[src/rtl/alu_serial_if.sv]
// alu_serial_if -- issue-stage <-> serial ALU sequencer bundle.
//
// Purpose: groups the request (start/op/a/b) and response
// (busy/done/result/flags) signals of alu_serial_ctrl.
// Parameter W: operand/result width.
// Optional feature macro: ALU_SERIAL_OVF_EN adds the overflow flag.
//
// Signals:
//   start    issue -> alu   request, sampled only when the sequencer is idle
//   op[2:0]  issue -> alu   operation code
//   a, b     issue -> alu   operands
//   busy     alu -> issue   high while an operation is running or completing
//   done     alu -> issue   one-cycle pulse when result is valid
//   result   alu -> issue   W-bit result
//   cout     alu -> issue   carry out of bit W-1
//   zero     alu -> issue   result == 0
//   overflow alu -> issue   signed overflow (ALU_SERIAL_OVF_EN only)
interface alu_serial_if #(parameter int W = 8);
  logic         start;
  logic [2:0]   op;
  logic [W-1:0] a;
  logic [W-1:0] b;
  logic         busy;
  logic         done;
  logic [W-1:0] result;
  logic         cout;
  logic         zero;
`ifdef ALU_SERIAL_OVF_EN
  logic         overflow;

  modport master (output start, op, a, b,
                  input  busy, done, result, cout, zero, overflow);
  modport slave  (input  start, op, a, b,
                  output busy, done, result, cout, zero, overflow);
`else
  modport master (output start, op, a, b,
                  input  busy, done, result, cout, zero);
  modport slave  (input  start, op, a, b,
                  output busy, done, result, cout, zero);
`endif
endinterface

[src/rtl/alu_serial_ctrl.sv]
// alu_serial_ctrl -- bit-serial ALU sequencer.
//
// Purpose: time-shares a single 1-bit ALU slice across all W bit positions,
// LSB first, producing a full W-bit result after W RUN cycles. Owns the
// operand shift registers, carry flip-flop, bit counter and result register,
// and reconstructs set-less-than from the MSB sum bit.
// Optional feature macro: ALU_SERIAL_OVF_EN adds the registered overflow flag.
//
// Ports:
//   clk    rising-edge clock
//   reset  synchronous, active-high reset
//   bus    alu_serial_if.slave (start/op/a/b in, busy/done/result/cout/zero
//          [/overflow] out)
module alu_serial_ctrl #(
  parameter int W = 8
) (
  input  logic        clk,
  input  logic        reset,
  alu_serial_if.slave bus
);

  localparam int IW = (W > 1) ? $clog2(W) : 1;
  localparam logic [IW-1:0] LAST_IDX = IW'(W - 1);

  typedef enum logic [1:0] {IDLE, RUN, DONE} state_t;

  state_t        state;
  state_t        state_next;
  logic [W-1:0]  a_sh;
  logic [W-1:0]  b_sh;
  logic [W-1:0]  res_sh;
  logic [W-1:0]  result_q;
  logic [2:0]    op_q;
  logic          carry;
  logic [IW-1:0] idx;
  logic          cout_q;
  logic          zero_q;
  logic          accept;
  logic          last;
  logic          bv;
  logic          sum_bit;
  logic          carry_next;
  logic          slice_bit;
  logic [W-1:0]  final_res;
`ifdef ALU_SERIAL_OVF_EN
  logic          ovf_q;
`endif

  // State register.
  always_ff @(posedge clk) begin
    if (reset) state <= IDLE;
    else       state <= state_next;
  end

  // Next-state logic and handshake outputs.
  always_comb begin
    state_next = state;
    accept     = 1'b0;
    case (state)
      IDLE: begin
        if (bus.start) begin
          accept     = 1'b1;
          state_next = RUN;
        end
      end
      RUN:     if (last) state_next = DONE;
      DONE:    state_next = IDLE;
      default: state_next = IDLE;
    endcase
    bus.busy = (state != IDLE);
    bus.done = (state == DONE);
  end

  // One slice evaluation: operand B is inverted for the op[2] variants, and
  // SLT slots contribute 0 to the shifted result since only the final sign
  // bit matters.
  always_comb begin
    last       = (idx == LAST_IDX);
    bv         = b_sh[0] ^ op_q[2];
    sum_bit    = a_sh[0] ^ bv ^ carry;
    carry_next = (a_sh[0] & bv) | (a_sh[0] & carry) | (bv & carry);
    case (op_q[1:0])
      2'b00:   slice_bit = a_sh[0] & bv;
      2'b01:   slice_bit = a_sh[0] | bv;
      2'b10:   slice_bit = sum_bit;
      default: slice_bit = 1'b0;
    endcase
    if (op_q[1:0] == 2'b11) final_res = {{(W-1){1'b0}}, sum_bit};
    else                    final_res = {slice_bit, res_sh[W-1:1]};
  end

  // Datapath: capture on accept, shift one bit per RUN cycle, and register
  // the visible result and flags on the last bit so they only move at
  // RUN->DONE.
  always_ff @(posedge clk) begin
    if (reset) begin
      a_sh     <= '0;
      b_sh     <= '0;
      res_sh   <= '0;
      op_q     <= '0;
      carry    <= 1'b0;
      idx      <= '0;
      result_q <= '0;
      cout_q   <= 1'b0;
      zero_q   <= 1'b1;
`ifdef ALU_SERIAL_OVF_EN
      ovf_q    <= 1'b0;
`endif
    end else if (accept) begin
      a_sh   <= bus.a;
      b_sh   <= bus.b;
      op_q   <= bus.op;
      carry  <= bus.op[2];
      idx    <= '0;
      res_sh <= '0;
    end else if (state == RUN) begin
      a_sh   <= a_sh >> 1;
      b_sh   <= b_sh >> 1;
      carry  <= carry_next;
      idx    <= idx + 1'b1;
      res_sh <= {slice_bit, res_sh[W-1:1]};
      if (last) begin
        result_q <= final_res;
        cout_q   <= carry_next;
        zero_q   <= (final_res == '0);
`ifdef ALU_SERIAL_OVF_EN
        // Carry into the MSB differs from carry out: signed overflow.
        ovf_q    <= (op_q[1:0] == 2'b10) & (carry ^ carry_next);
`endif
      end
    end
  end

  assign bus.result = result_q;
  assign bus.cout   = cout_q;
  assign bus.zero   = zero_q;
`ifdef ALU_SERIAL_OVF_EN
  assign bus.overflow = ovf_q;
`endif

endmodule

[src/flat_wrapper.sv]
// flat-port wrapper written by rule: the top's interface ports become plain ports
module alu_serial_ctrl_flat 
#(
  parameter int W = 8
)
  (clk, reset, bus_start, bus_op, bus_a, bus_b, bus_busy, bus_done, bus_result, bus_cout, bus_zero);
  alu_serial_if #(.W(W)) bus_i ();
  input  logic clk;
  input  logic reset;
  input wire logic [$bits(bus_i.start)-1:0] bus_start;
  input wire logic [$bits(bus_i.op)-1:0] bus_op;
  input wire logic [$bits(bus_i.a)-1:0] bus_a;
  input wire logic [$bits(bus_i.b)-1:0] bus_b;
  output wire logic [$bits(bus_i.busy)-1:0] bus_busy;
  output wire logic [$bits(bus_i.done)-1:0] bus_done;
  output wire logic [$bits(bus_i.result)-1:0] bus_result;
  output wire logic [$bits(bus_i.cout)-1:0] bus_cout;
  output wire logic [$bits(bus_i.zero)-1:0] bus_zero;
  assign bus_i.start = bus_start;
  assign bus_i.op = bus_op;
  assign bus_i.a = bus_a;
  assign bus_i.b = bus_b;
  assign bus_busy = bus_i.busy;
  assign bus_done = bus_i.done;
  assign bus_result = bus_i.result;
  assign bus_cout = bus_i.cout;
  assign bus_zero = bus_i.zero;
  alu_serial_ctrl #(.W(W)) u_core (.clk(clk), .reset(reset), .bus(bus_i));
endmodule
[config.mk]
export PLATFORM = sky130hd
export DESIGN_NAME = alu_serial_ctrl_flat
export DESIGN_NICKNAME = d
export VERILOG_FILES = /design/src/rtl/alu_serial_if.sv /design/src/rtl/alu_serial_ctrl.sv /design/src/flat_wrapper.sv
export SDC_FILE = /design/constraint.sdc
export NUM_CORES = 1
export LEC_CHECK = 0
export CORE_MARGIN = 5
export CORE_UTILIZATION = 51
export CTS_CLUSTER_DIAMETER = 100
export DETAILED_ROUTE_END_ITERATION = 10
export MAX_ROUTING_LAYER = met4
export PLACE_DENSITY = 0.78
export SYNTH_ARGS = -nofsm -noshare
export SYNTH_HDL_FRONTEND = slang
export SYNTH_SLANG_ARGS = --single-unit
[constraint.sdc]
create_clock -name clk -period 2.16 [get_ports clk]
set_input_delay 0.216 -clock clk [delete_from_list [all_inputs] [get_ports clk]]
set_output_delay 0.216 -clock clk [all_outputs]
set_load 0.03 [all_outputs]
==> results by group, run 1 <==
Finish
  – Fillers: 326
  – Diode count: 0
  – Share of layout cells above drive strength 1: 12.3%
  – Area Growth Syn to Fin: 22.2%
  – Final nets: 262

Pwr
  – Worst vdd rail ir drop: 0.406 mV
  – Total power: 0.00137 W
  – Flop pwr share: 60.4%
  – Pwr Density: 622 nW/um^2
  – Switching power: 0.000347 W
  – Leak: 0.767 nW
  – Power Internal: 0.00102 W
  – Clock network power share: 25.5%
  – Logic pwr share: 14.1%
  – Sw Share: 25.4%

Yosys
  – Largest cells by area after synthesis: dfxtp_1 (47%), nand2_1 (10%), a21oi_1 (8.1%)
  – Post-synth top flop: dfxtp_1
  – Yosys reg bits: 42
  – Yosys synthesis warning count: 0
  – Most common cell in the netlist: nand2_1
  – Number of synthesized flops with an enable pin: 0
  – Mapped cell area: 1800 sq um
  – Post-synth ARST share: 0%
  – Post-synthesis cell count: 202
  – Synth top area share: 46.7%
  – Sequential fraction of the synthesis area: 46.7%
  – Distinct cells, synth: 41
  – Syn Nets: 229
  – Synth top cells by count: nand2_1 (49), dfxtp_1 (42), a21oi_1 (29)
  – Most area-hungry cell type in the Yosys netlist: dfxtp_1
  – Syn avg cell area: 8.91 sq um

Critical path
  – CP Class: reg2out
  – Worst-path maximum fanout: 9
  – Crit-path cells: nor2b_1, clkdlybuf4s50_1
  – Crit path DAT: 1.73 ns
  – Worst path required time: 1.94 ns
  – CP startpoint kind: flop
  – Worst path top cell family by delay: buffers and inverters
  – CP max-delay cell: clkdlybuf4s50_1
  – Crit path buffers/inverters: 1
  – Slowest stage delay, CP: 0.68 ns
  – Crit. End Element: output pin

Clock network
  – Cts repair resizes: 0
  – Cts hold-fix bufs: 0
  – CTS max path bufs: 2
  – Clock sink count: 42
  – Number of setup buffers added after CTS: 0
  – CTS Buf Count: 5
  – Worst-Skew Late Latency: 0.34 ns
  – CTS clk-pin slew, worst paths: 0.11 ns
  – CTS tree: built
  – H-tree depth: 2
  – Clock root buffer: clkbuf_4

GRT
  – Grt ovf: 0
  – First-pass GRT wire length: 6600 um
  – Vias in the first global route: 1465
  – Total global-route track usage: 17.1%
  – Initial antenna violation count: 0
  – Largest net degree at the start of global routing: 22

STA
  – Fin. max-slew vios: 0
  – Max Clock Freq: 514 MHz
  – Rel. slew slack: 70.5%
  – Clock skew: 0.00536 ns
  – Setup TNS: 0 ns
  – Final setup viols: 0
  – RSZ-0062 raised after global routing: false
  – Final Cycle Share: 90.0%
  – Slew @ Worst Pin: 0.442 ns
  – Final hold vios: 0
  – Min Tclk post-route: 1.94 ns

Routing
  – WL met1: 1720 um
  – DRC violations left: 0
  – Routed wl met3: 163 um
  – WL met2: 1650 um
  – Total number of vias: 1479
  – Via-per-instance ratio: 5.26
  – WL/cell: 12.8 um
  – Final Routed Wirelength: 3590 um
  – Top Layer Used: met4
  – Antenna viol nets, final: 0
  – DRT Pass-1 Iters: 4
  – DRT iter0 DRCs: 103

Place
  – GPL Wtd Cong: 0.852
  – Final HPWL DP: 2630 um
  – Port bufs: 33

Floorplanning
  – Die ar.: 4820 sq um
  – Row count: 21
  – Core area: 3360 sq um
  – Chip Height: 69.4 um
  – Die Width: 69.4 um
  – Io pins: 34
  – Starting Density: 53.5%

Status
  – Run status: finished, final reports clean

Hold path
  – Hold Path Class: in2reg

Run
  – Max-Cap Viols: 0
flip-flops by register name, summed over array words and instances, names as in the netlist:
name / count
u_core.res_sh: 7
u_core.idx: 3
u_core.state: 2
u_core.a_sh: 8
u_core.b_sh: 8
u_core.bus.result: 8
u_core.bus.zero: 1
u_core.carry: 1
u_core.op_q: 3
u_core.bus.cout: 1
area by class of cell:
class | instances | area, sq um | area share, %
clock buffers | 7 | 45.0 | 2.05
repair buffers | 40 | 383 | 17.4
flip-flops and latches | 42 | 841 | 38.2
inverters | 2 | 7.51 | 0.341
well taps | 46 | 57.6 | 2.62
multi-input cells | 144 | 865 | 39.3
power groups by stage:
| stage | Combinational, W | Sequential [W] | Clock, W |
|---|---|---|---|
| detailed placement | 0.000194 | 0.000844 | 0 |
| global route | 0.000217 | 0.000830 | 0.000392 |
| CTS | 0.000195 | 0.000826 | 0.000365 |
| global placement | 0.000190 | 0.000843 | 0 |
| floorplan | 0.000137 | 0.000836 | 0 |
| finish | 0.000193 | 0.000826 | 0.000349 |
logic make-up (layout without fill, tap and decap cells):
logic type,count (synthesis),in the layout,share of synthesized area (%)
buf+inv,16,49,5.35
xor+xnor,2,2,0.974
compound gates,60,60,23.3
fa+ha+maj,5,5,3.89
mux,1,1,0.626
simple gates,76,76,19.1
flops,42,42,46.7
per-layer routing:
layer  up-vias  GRT usage (%)
li1        757              -
met1       687           21.1
met2        28           26.2
met4         0           6.51
met5         -              -
met3         7           5.07
worst reg2reg max path, delay by kind of cell, from the launching register on:
| family | cells | cell delay, ns |
|---|---|---|
| adders and majority gates | 1 | 0.50 |
| xor gates and xnor gates | 1 | 0.27 |
| DFF | 1 | 0.36 |
| AOI/OAI and AO/OA | 2 | 0.33 |
| muxes | 1 | 0.28 |
cell usage in the layout (no fill, tap or decap), types with 2 or more instances in the layout:
master and count:
nand2_1 49, dfxtp_1 42, clkdlybuf4s50_1 33, a21oi_1 29, a22oi_1 9, nor2_1 8, nand3_1 8, buf_4 7
a22oi_2 5, a21oi_2 5, clkbuf_4 5, ha_1 4, inv_1 2, clkbuf_1 2
metrics by stage:
stage          std cells  worst slack, ns  utilization, %  hold WS, ns  cell area [sq um]
2_1_floorplan        202            0.433               -        0.352               1800
3_3_place_gp         274            0.355            64.0        0.439               2150
3_5_place_dp         274            0.306            64.0        0.446               2150
4_1_cts              281            0.201            65.4        0.389               2200
5_1_grt              281            0.104            65.4        0.410               2200
6_report             281            0.216            65.4        0.405               2200
worst paths after layout:
path	start	end	slack, ns	cells past startpoint
hold / removal	bus_b[7]	u_core.b_sh[7]$_SDFFE_PP0P_	0.41	3
setup / recovery	u_core.state[1]$_SDFFE_PP0P_	bus_done	0.22	2
setup reg to reg	u_core.op_q[2]$_SDFFE_PP0P_	u_core.bus.result[7]$_SDFFE_PP0P_	0.31	5
hold reg to reg	u_core.a_sh[1]$_SDFFE_PP0P_	u_core.a_sh[1]$_SDFFE_PP0P_	0.46	2
Note: power is estimated with default switching activity, not from simulation.
==> run 2: changes to the inputs <==
--- a/config.mk
+++ b/config.mk
@@ -5,10 +5,12 @@
 export SDC_FILE = /design/constraint.sdc
 export NUM_CORES = 1
 export LEC_CHECK = 0
+export CORE_ASPECT_RATIO = 1.1
 export CORE_MARGIN = 5
 export CORE_UTILIZATION = 51
 export CTS_CLUSTER_DIAMETER = 100
 export DETAILED_ROUTE_END_ITERATION = 10
+export HOLD_SLACK_MARGIN = 0.12
 export MAX_ROUTING_LAYER = met4
 export PLACE_DENSITY = 0.78
 export SYNTH_ARGS = -nofsm -noshare
==> results by group, run 2 (same netlist as run 1, synthesis figures left out) <==
Status
  – Run status: finished, final reports clean

Routing
  – WL/cell: 12.7 um (-0.82%)
  – DRT iter0 DRCs: 115 (+12%)
  – Via-per-instance ratio: 5.22 (-0.77%)
  – DRC violations left: 0 (unchanged)
  – Total number of vias: 1478 (-0.068%)
  – Antenna viol nets, final: 0 (unchanged)
  – DRT Pass-1 Iters: 4 (unchanged)
  – Final Routed Wirelength: 3590 um (-0.11%)

Floorplanning
  – Die Width: 66.6 um (-4.0%)
  – Chip Height: 72.3 um (+4.2%)
  – Die ar.: 4820 sq um (about the same)
  – Io pins: 34 (unchanged)
  – Core area: 3360 sq um (-0.15%)
  – Row count: 22 (+4.8%)
  – Starting Density: 53.6% (+0.080 points)

Finish
  – Diode count: 0 (unchanged)
  – Most frequent cells in the layout: nand2_1 (49), dfxtp_1 (42), clkdlybuf4s50_1 (33)
  – Area Growth Syn to Fin: 22.7%
  – Commonest non-fill, non-tap cell in the layout: nand2_1
  – Share of layout cells above drive strength 1: 12.8% (+0.43 points)
  – Fin util: 65.8% (+0.40 points)
  – Final nets: 261 (-0.38%)

Pwr
  – Switching power: 0.000365 W (+5.2%)
  – Sw Share: 25.7% (+0.32 points)
  – Clock network power share: 28.1% (+2.6 points)
  – Worst vdd rail ir drop: 0.338 mV (-17%)
  – Flop pwr share: 58.1% (-2.3 points)
  – Power Internal: 0.00106 W (+3.5%)
  – Leak: 0.772 nW (+0.75%)
  – Pwr Density: 644 nW/um^2 (+3.5%)
  – Logic pwr share: 13.8% (-0.3 points)

Critical path
  – Slowest stage delay, CP: 0.68 ns (about the same)
  – Crit. End Element: output pin
  – R2R depth: 5 (unchanged)
  – Crit path buffers/inverters: 1 (unchanged)
  – Worst-path maximum fanout: 9 (unchanged)
  – Crit path from: u_core.state[1]$_SDFFE_PP0P_
  – Worst path required time: 1.94 ns (about the same)
  – Crit path depth: 2 (unchanged)
  – Critical path endpoint: bus_done
  – CP startpoint kind: flop
  – Crit-path cells: nor2b_1, clkdlybuf4s50_1
  – Worst path top cell family by delay: buffers and inverters
  – Crit path DAT: 1.72 ns (about the same)
  – CP max-delay cell: clkdlybuf4s50_1
  – Reg2reg setup slack: 0.25 ns (-0.06 ns)
  – Critical R2R Capture: u_core.bus.result[7]$_SDFFE_PP0P_
  – Reg2Reg Launch Point: u_core.op_q[2]$_SDFFE_PP0P_
  – CP Class: reg2out

Clock network
  – Clock root buffer: clkbuf_4
  – CTS Buf Count: 5 (unchanged)
  – Worst-Skew Late Latency: 0.35 ns (about the same)
  – Cts repair resizes: 0 (unchanged)
  – CTS max path bufs: 2 (unchanged)
  – CTS clk-pin slew, worst paths: 0.11 ns (about the same)
  – Number of setup buffers added after CTS: 0 (unchanged)
  – H-tree depth: 2 (unchanged)
  – CTS tree: built
  – Clock sink count: 42 (unchanged)
  – Cts hold-fix bufs: 0 (unchanged)

STA
  – RSZ-0062 raised after global routing: false
  – Min Tclk post-route: 1.94 ns (-0.00632 ns)
  – Final Cycle Share: 89.7% (-0.29 points)
  – Final setup viols: 0 (unchanged)
  – Clock skew: 0.0102 ns (+0.00484 ns)
  – Final hold vios: 0 (unchanged)
  – Slew @ Worst Pin: 0.451 ns (+0.00880 ns)
  – Fin. max-slew vios: 0 (unchanged)
  – Rel. slew slack: 70.0% (-0.59 points)
  – Setup TNS: 0 ns (unchanged)
  – Max Clock Freq: 516 MHz (+0.33%)

Run
  – Max-Cap Viols: 0 (unchanged)

Hold path
  – Hold depth: 3 (unchanged)
  – Hold Path Class: in2reg

GRT
  – Largest net degree at the start of global routing: 23 (+4.5%)
  – First-pass GRT wire length: 5820 um (-12%)
  – Grt ovf: 0 (unchanged)
  – Total global-route track usage: 16.4% (-0.66 points)
  – Initial antenna violation count: 0 (unchanged)
  – Vias in the first global route: 1308 (-11%)

Place
  – Port bufs: 33 (unchanged)
  – Final HPWL DP: 2540 um (-3.2%)
  – GPL Wtd Cong: 0.775 (-9.1%)
run 2: changes by cell type in the layout (fill, tap and decap cells not counted):
cell | previous run | this run
clkbuf_8 | 0 | 1
clkbuf_1 | 2 | 1
buf_4 | 7 | 6
clkinv_2 | 0 | 1
run 2: worst min-delay path, stage by stage:
cell	delay [ns]
clkdlybuf4s50_1	0.40
nand2_1	0.05
a21oi_1	0.05
run 2: per-stage QoR:
| stage | cell area [sq um] | instances | worst slack (ns) | total power (W) | hold WS (ns) |
|---|---|---|---|---|---|
| 2_1_floorplan | 1800 | 202 | 0.433 | 0.000974 | 0.352 |
| 3_3_place_gp | 2150 | 275 | 0.350 | 0.00103 | 0.439 |
| 3_5_place_dp | 2150 | 275 | 0.289 | 0.00104 | 0.446 |
| 4_1_cts | 2210 | 283 | 0.197 | 0.00144 | 0.389 |
| 5_1_grt | 2210 | 283 | 0.117 | 0.00149 | 0.403 |
| 6_report | 2210 | 283 | 0.222 | 0.00142 | 0.402 |
run 2: worst min-delay path by stage:
stage,startpoint,endpoint
after detailed placement,u_core.b_sh[1]$_SDFFE_PP0P_,u_core.b_sh[1]$_SDFFE_PP0P_
final,bus_op[0],u_core.op_q[0]$_SDFFE_PP0P_
after CTS,bus_op[0],u_core.op_q[0]$_SDFFE_PP0P_
after global placement,u_core.bus.result[5]$_SDFFE_PP0P_,u_core.bus.result[5]$_SDFFE_PP0P_
after floorplan,bus_op[2],u_core.op_q[2]$_SDFFE_PP0P_
after global routing,bus_op[0],u_core.op_q[0]$_SDFFE_PP0P_
run 2: metal layers:
metal  track usage [%]  up-vias  share of wire (%)
met4              8.13        0                2.2
met3              4.02        7                4.0
li1                  -      761                  -
met2              24.3       27                 46
met1              20.7      683                 48
met5                 -        -                  0
run 2: power by group through the flow:
stage	clock network, W	registers, W	logic (W)
after global placement	0	0.000843	0.000191
after global routing	0.000444	0.000831	0.000214
final	0.000399	0.000826	0.000196
after floorplan	0	0.000836	0.000137
after detailed placement	0	0.000844	0.000196
after CTS	0.000413	0.000826	0.000197
run 2: final cells by class:
cell class / count / area [sq um]
well taps: 48 / 60.1
flip-flops and latches: 42 / 841
inverters: 2 / 7.51
clock buffers: 7 / 55.1
repair buffers: 39 / 375
multi-input cells: 144 / 865
fillers: 301 / 1150
clock inverters: 1 / 5.00
==> run 3: changes to the inputs <==
--- a/config.mk
+++ b/config.mk
@@ -5,6 +5,7 @@
 export SDC_FILE = /design/constraint.sdc
 export NUM_CORES = 1
 export LEC_CHECK = 0
+export CAP_MARGIN = 20
 export CORE_ASPECT_RATIO = 1.1
 export CORE_MARGIN = 5
 export CORE_UTILIZATION = 51
==> results of run 3 <==
Same layout as run 2: the final DEF is identical, and so are final timing and power.
==> RTL change 1: new RTL, settings of run 3 <==
The 3 states of `state_t` get a one-hot encoding in 3 bits.
--- a/src/rtl/alu_serial_ctrl.sv
+++ b/src/rtl/alu_serial_ctrl.sv
@@ -23,5 +23,5 @@
   localparam logic [IW-1:0] LAST_IDX = IW'(W - 1);
 
-  typedef enum logic [1:0] {IDLE, RUN, DONE} state_t;
+  typedef enum logic [2:0] {IDLE = 3'b001, RUN = 3'b010, DONE = 3'b100} state_t;
 
   state_t        state;
Behaviour: no difference found for any inputs over 10 cycles, from zero or initial values and one cycle with reset high; not proved beyond that.
==> RTL change 1 against run 3 <==
Sequential cell count up 1. Synthesized area up 2.0%. Critical path type unchanged. Wire length down 3.4%. Total power up 0.62%. Synthesized cell count up 8.4%. Hold slack better by 0.0046 ns. Largest power group unchanged. Design area up 2.0%. Setup slack worse by 0.016 ns.
==> RTL change 1: results (changes against run 3) <==
r2r_end: "u_core.bus.zero"
fin_cells: 300  # +6.0%
ir_worst_vdd_mv: 0.376  # +11%
layout.nets: 279  # +6.9%
outcome: "finished, final reports clean"
yosysSeqAreaShare_pct: 46.9  # +0.17 points
synth-compound-area-share_pct: 16.5  # -6.8 points
grt_max_degree: 27  # +17%
reg2reg_slack_ns: 0.22  # -0.03 ns
holdWs_ns: 0.407  # +0.00455 ns
finalClockSkew_ns: 0.00780  # -0.00240 ns
p_clk_share_pct: 27.6  # -0.5 points
p_leak_nw: 0.800  # +3.6%
synth_mux_area_share_pct: 0.613  # -0.012 points
fillers: 323  # +7.3%
cp_max_fo: 8  # -1
synth_fa_ha_area_share_pct: 3.82  # -0.077 points
first_iter_violations: 98  # -15%
grt_pass1_wl_um: 5650  # -2.8%
ys_top_cells_by_area: "dfxtp_1, nand2_1, a311oi_1"
startpoint: "u_core.state[2]"
gp_congestion: 0.826  # +6.6%
seqPwrFrac_pct: 59.8  # +1.7 points
post-dp-hpwl_um: 2480  # -2.6%
dp.cells: 293  # +6.5%
RTL change 1: metal layers:
layer / global-route usage [%] / vias to the layer above / wire, um
met5: - / - / 0
met4: 8.11 / 0 / 82
met3: 3.70 / 8 / 186
met2: 24.3 / 36 / 1560
met1: 18.1 / 715 / 1630
li1: - / 819 / -
RTL change 1: area by class of cell:
cell class	count	area, um^2	share of cell area [%]
clock buffers	6	51.3	2.28
clock inverters	1	5.00	0.222
inverters	2	7.51	0.333
multi-input cells	158	870	38.6
flip-flops and latches	43	861	38.2
well taps	48	60.1	2.67
repair buffers	42	398	17.7
RTL change 1: worst max-delay path: cells and delay by family (launching register included):
kind	cells	cell delay, ns
simple gates	1	0.21
flops	1	0.48
buf+inv	1	0.69
RTL change 1: cells by family after synthesis:
| kind of cell | Yosys count |
|---|---|
| AND/OR/NAND/NOR | 105 |
| AO/OA/AOI/OAI | 45 |
| flip-flops | 43 |
| buffers and inverters | 18 |
| adder cells (fa/ha/maj) | 5 |
| XOR/XNOR | 2 |
| multiplexers | 1 |
==> RTL change 2: new RTL, flow settings as in run 3 <==
Made on the original files. `W` is set to 8 in 3 places; all go to 16.
--- a/src/rtl/alu_serial_if.sv
+++ b/src/rtl/alu_serial_if.sv
@@ -16,5 +16,5 @@
 //   zero     alu -> issue   result == 0
 //   overflow alu -> issue   signed overflow (ALU_SERIAL_OVF_EN only)
-interface alu_serial_if #(parameter int W = 8);
+interface alu_serial_if #(parameter int W = 16);
   logic         start;
   logic [2:0]   op;
--- a/src/rtl/alu_serial_ctrl.sv
+++ b/src/rtl/alu_serial_ctrl.sv
@@ -13,5 +13,5 @@
 //          [/overflow] out)
 module alu_serial_ctrl #(
-  parameter int W = 8
+  parameter int W = 16
 ) (
   input  logic        clk,
--- a/src/flat_wrapper.sv
+++ b/src/flat_wrapper.sv
@@ -2,5 +2,5 @@
 module alu_serial_ctrl_flat 
 #(
-  parameter int W = 8
+  parameter int W = 16
 )
   (clk, reset, bus_start, bus_op, bus_a, bus_b, bus_busy, bus_done, bus_result, bus_cout, bus_zero);
Ports: changed (resized bus_a, bus_b and bus_result); port bits go from 34 to 58. The function was not compared with the original's and may differ.
==> RTL change 2 against run 3 <==
Die area up 53%. Synthesized area up 63%. Synthesized cell count up 74%. Total power up 92%. Non-clock buffer count up 25. Sequential share of layout area up 2.3 points. Design area up 68%. Hold slack worse by 0.13 ns. Sequential cell count up 33. Setup slack worse by 0.067 ns. Wire length up 85%. Sequential power up 78%. Critical endpoint is now u_core.bus.zero.
==> RTL change 2: results (changes against run 3) <==
io_buffers: 57  # +73%
synth_ff_type: "dfxtp_1"
cp.arrival_ns: 2.23  # +0.51 ns
period_minus_slack_ns: 2.00  # +0.0667 ns
synth-async-reset-ratio_pct: 0  # unchanged
hp-start: "reset"
ys_top_cells_by_count: "nand2_1, dfxtp_1, a21oi_1, a22oi_1, nand3_1"
p_leak_nw: 1.27  # +65%
holdWs_ns: 0.267  # -0.135 ns
clk_latency_ns: 0.33  # -0.02 ns
clk_pin_slew_worst_paths_ns: 0.07  # -0.04 ns
wl_per_cell_um: 13.8  # +8.8%
reg2reg_slack_ns: 0.16  # -0.09 ns
grt_pass1_wl_um: 11000  # +89%
post-dp-hpwl_um: 4400  # +73%
dr.pass1.iters: 4  # unchanged
ys_top_cells_by_area: "dfxtp_1, a21oi_1, nand2_1"
cts_max_path_buffers: 2  # unchanged
drive_gt1_share_pct: 6.91  # -5.9 points
synth_cell_types: 29  # -29%
fillers: 504  # +67%
routed_via_density: 5.39  # +3.2%
cp_max_fo: 2  # -7
dp.cells: 465  # +69%
grt_max_degree: 54  # +130%
fin_cells: 482  # +70%
cts_made_buffers: 9  # +4
slew_headroom_pct: 63.9  # -6.0 points
layout.nets: 442  # +69%
finalClockSkew_ns: 0.00666  # -0.00354 ns
reg2reg_from: "u_core.b_sh[0]"
r2r_end: "u_core.bus.zero"
gp_congestion: 0.774  # about the same
clockRootBuffer: "clkbuf_8"
grt_pass1_vias: 2400  # +83%
yosysSeqAreaShare_pct: 51.1  # +4.4 points
min_path_type: "in -> reg"
ir_worst_vdd_mv: 0.461  # +36%
r2r_cells: 7  # +2
antenna_found_initial: 0  # unchanged
outcome: "finished, final reports clean"
antenna_cells: 0  # unchanged
synthesis.nets: 394  # +72%
first_iter_violations: 172  # +50%
h-tree-depth: 3  # +1
track_usage_pct: 20.2  # +3.8 points
syn_avg_cell_area_um2: 8.34  # -6.3%
holdPathEnd: "u_core.state[1]"
yosysWarnings: 0  # unchanged
min_path_cells: 2  # -1
## RTL change 2: how the worst max path moves through the flow
stage | depth (start not counted) | slack (ns) | endpoint | start
after floorplan | 7 | 0.28 | u_core.bus.zero | u_core.b_sh[0]
after detailed placement | 5 | 0.11 | u_core.b_sh[13] | bus_start
after global routing | 7 | 0.02 | u_core.bus.zero | u_core.b_sh[0]
final | 7 | 0.16 | u_core.bus.zero | u_core.b_sh[0]
after CTS | 7 | 0.12 | u_core.bus.zero | u_core.b_sh[0]
after global placement | 5 | 0.14 | u_core.a_sh[4] | bus_start
## RTL change 2: logic make-up after synthesis
kind of cell | synth area share, %
buffers and inverters | 5.16
flip-flops | 51.1
adder cells (fa/ha/maj) | 1.96
AND/OR/NAND/NOR | 19.3
AO/OA/AOI/OAI | 21.3
XOR/XNOR | 1.19
## RTL change 2: critical path, cell delays in order (launching register included)
cell and delay, ns:
dfxtp_1 0.36, xor2_1 0.21, inv_1 0.11, fa_1 0.51, nor2b_1 0.15, o31ai_2 0.09
nor3b_2 0.16, a221o_1 0.32
## RTL change 2: metal layers
| layer | vias up | part of all wire, % | wire (um) | track usage (%) |
|---|---|---|---|---|
| met1 | 1211 | 45 | 2990 | 25.0 |
| met3 | 10 | 5.3 | 355 | 3.99 |
| met2 | 77 | 48 | 3190 | 31.6 |
| li1 | 1300 | - | - | - |
| met4 | 0 | 1.7 | 111 | 9.21 |
| met5 | - | 0 | 0 | - |
## RTL change 2: report_power, final
part	switching (mW)	internal, mW	total [mW]
logic	0.164	0.137	0.301
registers	0.0333	1.43	1.47
clock network	0.476	0.478	0.954
total	0.673	2.05	2.72
## RTL change 2: timing repair
| action | CTS | global route |
|---|---|---|
| gates resized for setup | 0 | 1 |
| endpoints found under the setup margin | 0 | 1 |
| setup buffers | 0 | 0 |
| hold endpoints to repair | 0 | 0 |
## RTL change 2: through the flow
stage	instance area [um^2]	setup WS (ns)
after CTS	3690	0.120
after floorplan	2940	0.284
final	3710	0.156
after global routing	3710	0.0232
after global placement	3520	0.141
after detailed placement	3520	0.106
## RTL change 2: area by class of cell
cell class | instances | area, um^2 | share of cell area [%]
timing repair buffer | 64 | 626 | 16.8
clock buffer | 14 | 163 | 4.38
tap | 77 | 96.3 | 2.59
sequential | 75 | 1500 | 40.4
clock inverter | 2 | 10.0 | 0.269
multi-input combinational | 246 | 1300 | 35.1
inverter | 4 | 15.0 | 0.404
